$ cat src/rtl/data_mem_responder.sv
// data_mem_responder: multi-cycle byte-serial data memory behind a
// valid/ready request port. Holds DEPTH bytes little-endian, moves one
// byte per clock, and returns sign/zero-extended load data or an error.
module data_mem_responder #(
  parameter int DEPTH = 256
) (
  input  logic        clk,
  input  logic        rst_n,
  input  logic        req_valid,
  output logic        req_ready,
  input  logic        mem_read,
  input  logic        mem_write,
  input  logic [1:0]  size,
  input  logic        unsigned_ld,
  input  logic [31:0] addr,
  input  logic [31:0] wdata,
  output logic        rsp_valid,
  output logic [31:0] rdata,
  output logic        err
);

  localparam int AW = $clog2(DEPTH);

  typedef enum logic [1:0] {IDLE, XFER, RESP} state_t;

  state_t          state_q, state_d;
  logic            rd_q, rd_d;
  logic            wr_q, wr_d;
  logic [1:0]      size_q, size_d;
  logic            uns_q, uns_d;
  logic [AW-1:0]   addr_q, addr_d;
  logic [31:0]     wdata_q, wdata_d;
  logic [1:0]      cnt_q, cnt_d;
  logic [31:0]     asm_q, asm_d;
  logic [31:0]     rdata_q, rdata_d;
  logic            err_q, err_d;

  logic [7:0]      mem_q [DEPTH];
  logic [AW-1:0]   byte_addr;
  logic [7:0]      rd_byte;
  logic            mem_we;

  // Only the low address bits select storage; the rest alias.
  logic            unused_addr_hi;
  assign unused_addr_hi = ^addr[31:AW];

  // A request is rejected for an illegal size, an ambiguous direction,
  // or a half/word that is not naturally aligned.
  function automatic logic req_err(input logic rd, input logic wr,
                                   input logic [1:0] sz, input logic [1:0] a_lo);
    return (sz == 2'b11) || (rd == wr) ||
           ((sz == 2'b01) && a_lo[0]) ||
           ((sz == 2'b10) && (a_lo != 2'b00));
  endfunction

  // Index of the final byte of a transfer (N-1).
  function automatic logic [1:0] last_idx(input logic [1:0] sz);
    case (sz)
      2'b00:   return 2'd0;
      2'b01:   return 2'd1;
      default: return 2'd3;
    endcase
  endfunction

  // Sign- or zero-extend the assembled load bytes to 32 bits.
  function automatic logic [31:0] extend(input logic [31:0] w,
                                         input logic [1:0] sz, input logic uns);
    logic sgn;
    case (sz)
      2'b00: begin
        sgn = ~uns & w[7];
        return {{24{sgn}}, w[7:0]};
      end
      2'b01: begin
        sgn = ~uns & w[15];
        return {{16{sgn}}, w[15:0]};
      end
      default: return w;
    endcase
  endfunction

  assign byte_addr = addr_q + AW'(cnt_q);
  assign rd_byte   = mem_q[byte_addr];
  assign mem_we    = (state_q == XFER) && wr_q;

  assign req_ready = (state_q == IDLE);
  assign rsp_valid = (state_q == RESP);
  assign rdata     = rdata_q;
  assign err       = err_q;

  // Next-state logic: accept, step through bytes, then one response cycle.
  always_comb begin
    state_d = state_q;
    rd_d    = rd_q;
    wr_d    = wr_q;
    size_d  = size_q;
    uns_d   = uns_q;
    addr_d  = addr_q;
    wdata_d = wdata_q;
    cnt_d   = cnt_q;
    asm_d   = asm_q;
    rdata_d = rdata_q;
    err_d   = err_q;
    case (state_q)
      IDLE: begin
        if (req_valid) begin
          rd_d    = mem_read;
          wr_d    = mem_write;
          size_d  = size;
          uns_d   = unsigned_ld;
          addr_d  = addr[AW-1:0];
          wdata_d = wdata;
          cnt_d   = 2'd0;
          if (req_err(mem_read, mem_write, size, addr[1:0])) begin
            state_d = RESP;
            err_d   = 1'b1;
            rdata_d = '0;
          end else begin
            state_d = XFER;
          end
        end
      end
      XFER: begin
        if (rd_q) asm_d[{cnt_q, 3'b000} +: 8] = rd_byte;
        if (cnt_q == last_idx(size_q)) begin
          state_d = RESP;
          err_d   = 1'b0;
          rdata_d = rd_q ? extend(asm_d, size_q, uns_q) : '0;
        end else begin
          cnt_d = cnt_q + 2'd1;
        end
      end
      RESP: state_d = IDLE;
      default: state_d = IDLE;
    endcase
  end

  // State and request registers; reset aborts any transfer in flight.
  always_ff @(posedge clk or negedge rst_n) begin
    if (!rst_n) begin
      state_q <= IDLE;
      rd_q    <= 1'b0;
      wr_q    <= 1'b0;
      size_q  <= 2'b00;
      uns_q   <= 1'b0;
      addr_q  <= '0;
      wdata_q <= '0;
      cnt_q   <= 2'd0;
      asm_q   <= '0;
      rdata_q <= '0;
      err_q   <= 1'b0;
    end else begin
      state_q <= state_d;
      rd_q    <= rd_d;
      wr_q    <= wr_d;
      size_q  <= size_d;
      uns_q   <= uns_d;
      addr_q  <= addr_d;
      wdata_q <= wdata_d;
      cnt_q   <= cnt_d;
      asm_q   <= asm_d;
      rdata_q <= rdata_d;
      err_q   <= err_d;
    end
  end

  // Storage array, one byte written per store XFER cycle; never reset.
  always_ff @(posedge clk) begin
    if (mem_we) mem_q[byte_addr] <= wdata_q[{cnt_q, 3'b000} +: 8];
  end

endmodule

$ cat config.mk
export PLATFORM = sky130hd
export DESIGN_NAME = data_mem_responder
export DESIGN_NICKNAME = d
export VERILOG_FILES = /design/src/rtl/data_mem_responder.sv
export SDC_FILE = /design/constraint.sdc
export NUM_CORES = 2
export LEC_CHECK = 0
export BUFFER_PORTS_ARGS = -buffer_cell sky130_fd_sc_hd__buf_2
export CORE_MARGIN = 2
export CORE_UTILIZATION = 57
export DETAILED_ROUTE_END_ITERATION = 7
export PLACE_DENSITY = 0.76
export SYNTH_ARGS = -nofsm -noshare
export SYNTH_HDL_FRONTEND = slang
export SYNTH_SLANG_ARGS = --single-unit
$ cat constraint.sdc
create_clock -name clk -period 4 [get_ports clk]
set_input_delay 0.6 -clock clk [delete_from_list [all_inputs] [get_ports clk]]
set_output_delay 0.6 -clock clk [all_outputs]
set_load 0.01 [all_outputs]
==> flow_summary.yaml <==
power_and_ir_drop:
  total_leakage_power_uw: 0.0340
  vdd_ir_drop_max_mv: 0.630
  power_density_nw_per_um2: 738
cells_and_area:
  seq_area_um2: 64400
  n_fill_cell: 8680
  area_delta_synth_final_pct: 18.5
  num_antenna_cells: 0
  final_area_um2: 101000
  drive_gt1_frac: 0.333
  multi_input_area_um2: 20600
  final_nets: 5208
  final_cells: 7225
placed_design:
  routabilityCongestion: 0.907
  post-dp-hpwl_um: 127000
  io_buffer_count: 82
  place_area_um2: 91800
  placedCellCount: 6750
yosys:
  ys_warn_count: 0
  ys_async_sr_fraction: 0.0527
  synthCells: 4457
  ys.flop_type: "edfxtp_1"
  ys_top_cells_by_area: "edfxtp_1, mux4_2, dfrtp_1"
  post-synth-top-count-cell: "edfxtp_1"
  synth_seq_area_share: 0.755
  synth_edf_count: 2048
  netlist_area_um2: 85200
  synth.avg_cell_area_um2: 19.1
  ys_types: 67
  synth_top_cells_by_count: "edfxtp_1, nand2_1, mux4_2, nor2_1, nand3_1"
  yosys.area.top_type: "edfxtp_1"
  ys_ff_latch: 2162
  synth_top_area_share: 0.721
  syn_nets: 4537
setup_path:
  required_ns: 4.74
  slowest_delay_ns: 0.80
  crit_top_cell: "buf_12"
  rrSetupSlack_ns: -0.19
  cp-start-kind: "register"
  crit_arrival_ns: 4.93
  crit_path_max_fanout: 8
  path_class: "register to register"
  crit_path_top_delay_cell: "fa_4"
  r2r-end: "rdata[20]"
  r2r_start: "addr_q[0]"
  crit_chain: "ha_4 > fa_4 > buf_12 > buf_4 > buf_12 > clkbuf_4 > mux4_2 > mux2i_1 > a21oi_1 > o22a_2 > nand4_1 > buf_6 > nor2_4 > a21oi_4 > clkbuf_16 > o21ai_2"
  r2r_cells: 16
  endpoint_kind: "register"
grt:
  first_global_vias: 48200
  globalRouteOverflowTotal: 0
  antenna_found_initial: 3
  grt_use_total: 0.287
  grt_pass1_wl_um: 318000
  grt_start_max_net_pins: 165
hold_path:
  hp-start: "size[0]"
  hold_depth: 2
  whs_endpoint: "size_q[0]"
  hp-class: "primary input to register"
detailed_routing:
  ant_nets: 0
  drc: 0
  wl_per_cell_um: 30.2
  routed-via-count: 47300
  drt-vias-per-instance: 6.55
  drtPass1Iterations: 6
  drt_iter0_drc: 6891
  wl_um: 218000
timing:
  period_minus_slack_ns: 4.19
  final_hold_viol_count: 0
  worst_pin_slew_ns: 1.33
  final.setup.worst_slack_ns: -0.192
  grt_setup_unrepaired: "yes"
  setup_viol: 38
  fin_crit_sh: 1.05
  max_freq_mhz: 239
  finalClockSkew_ns: 0.0416
  tns_ns: -5.15
  max_slew_margin: 0.114
  slew_viol_final: 0
floorplan:
  die_x_um: 391
  dieArea_um2: 153000
  design.portCount: 107
  initial_core_util: 0.575
  fp-row-count: 141
  core_um2: 148000
  dieHeight_um: 391
clock_network:
  cts_buffers: 204
  cts_tree: "done"
  cts.sinks: 2162
  cts-root-buf: "clkbuf_16"
  cts_max_level: 4
  clk_pin_slew_ns: 0.06
  clock_path_buffers: 3
  clock_latency_ns: 0.85
run:
  max_cap_violations: 0
status:
  violations: "negative setup slack"
  status: "finished with violations"
-- layout make-up --
type / instances / area share
Clock inverter: 116 / 0.0117
Multi-Input combinational cell: 1999 / 0.204
Tap cell: 1930 / 0.0239
Clock buffer: 257 / 0.0536
Sequential cell: 2162 / 0.637
Timing Repair Buffer: 748 / 0.0691
Inverter: 13 / 0.000483
-- cells in the final DEF, fill, tap and decap left out, types with 10 or more instances in the layout --
cell,Yosys,final
edfxtp_1,2048,2048
buf_4,49,489
nand2_1,502,488
mux4_2,478,475
nor2_1,287,280
clkbuf_16,0,208
dfrtp_1,114,114
nand3_1,116,104
buf_12,4,90
buf_2,95,81
a21oi_1,97,67
mux2_2,66,65
clkinv_1,0,49
clkbuf_1,86,46
mux2i_1,47,45
dlygate4sd3_1,0,41
a22o_1,33,33
and3_1,46,32
buf_6,25,30
a21oi_2,2,28
o22ai_2,1,27
a31oi_1,45,26
clkinv_2,0,24
o21ai_2,1,23
bufinv_16,0,20
a31oi_2,0,16
nand2_2,0,14
and3_4,0,14
inv_1,13,13
a22oi_1,13,13
nand3_2,0,12
o21ai_0,10,10
o32ai_2,0,10
-- cells by family after synthesis --
family,Yosys count,share of synthesized area
flops,2162,0.755
xor+xnor,4,0.000499
fa+ha+maj,8,0.00126
compound gates,349,0.0274
buf+inv,296,0.0197
simple gates,1030,0.0510
mux,608,0.145
-- report_power, final --
| part | leakage [µW] | internal, µW | switching [µW] |
|---|---|---|---|
| Clock | 0.00320 | 10900 | 8400 |
| Sequential | 0.0199 | 28100 | 194 |
| Combinational | 0.0109 | 11400 | 15600 |
-- registers in the layout (all words and copies together), names as in the netlist --
signal	count
asm_q	32
addr_q	8
rdata	32
wr_q	1
state_q	2
cnt_q	2
err	1
size_q	2
rd_q	1
uns_q	1
mem_q	2048
wdata_q	32
-- per-layer routing --
metal,vias to the layer above,wire [µm],GRT usage
met5,-,54,0
met4,8,11800,0.134
met3,681,22500,0.0604
met2,2991,107000,0.464
met1,24400,76800,0.377
li1,19300,-,-
-- timing repair --
action	CTS	global route
cloned	8	0
endpoints found under the hold margin	111	0
gates resized for setup	203	96
setup buffers	53	15
setup endpoints to repair	72	217
pin swaps	67	47
hold buffers	41	0
-- critical path: cells and delay by family (launching register included) --
kind            cells  cell delay, ns
compound gates      4            0.73
fa+ha+maj           2            0.98
buf+inv             6            1.06
flops               1            0.41
mux                 2            0.67
simple gates        2            0.20
-- per-stage QoR --
stage / setup WS, ns / utilization / total power, µW / hold WS (ns)
5_1_grt: -0.232 / 0.681 / 76600 / 0.0203
3_3_place_gp: -0.555 / 0.620 / 51800 / 0.471
4_1_cts: -0.122 / 0.678 / 73600 / 0.00186
6_report: -0.192 / 0.681 / 74500 / 0.0487
2_1_floorplan: 0.0679 / - / 43300 / 0.304
3_5_place_dp: -0.572 / 0.620 / 52400 / 0.470
-- worst max path at each step --
stage	cells past startpoint	from	endpoint	slack, ns
after floorplan	17	cnt_q[0]	mem_q[108][0]	0.07
after global placement	14	addr_q[0]	rdata[25]	-0.56
after detailed placement	14	addr_q[0]	rdata[25]	-0.57
after CTS	14	addr_q[0]	rdata[25]	-0.12
after global routing	16	addr_q[0]	rdata[13]	-0.23
final	16	addr_q[0]	rdata[20]	-0.19
(Power assumes the default switching activity.)
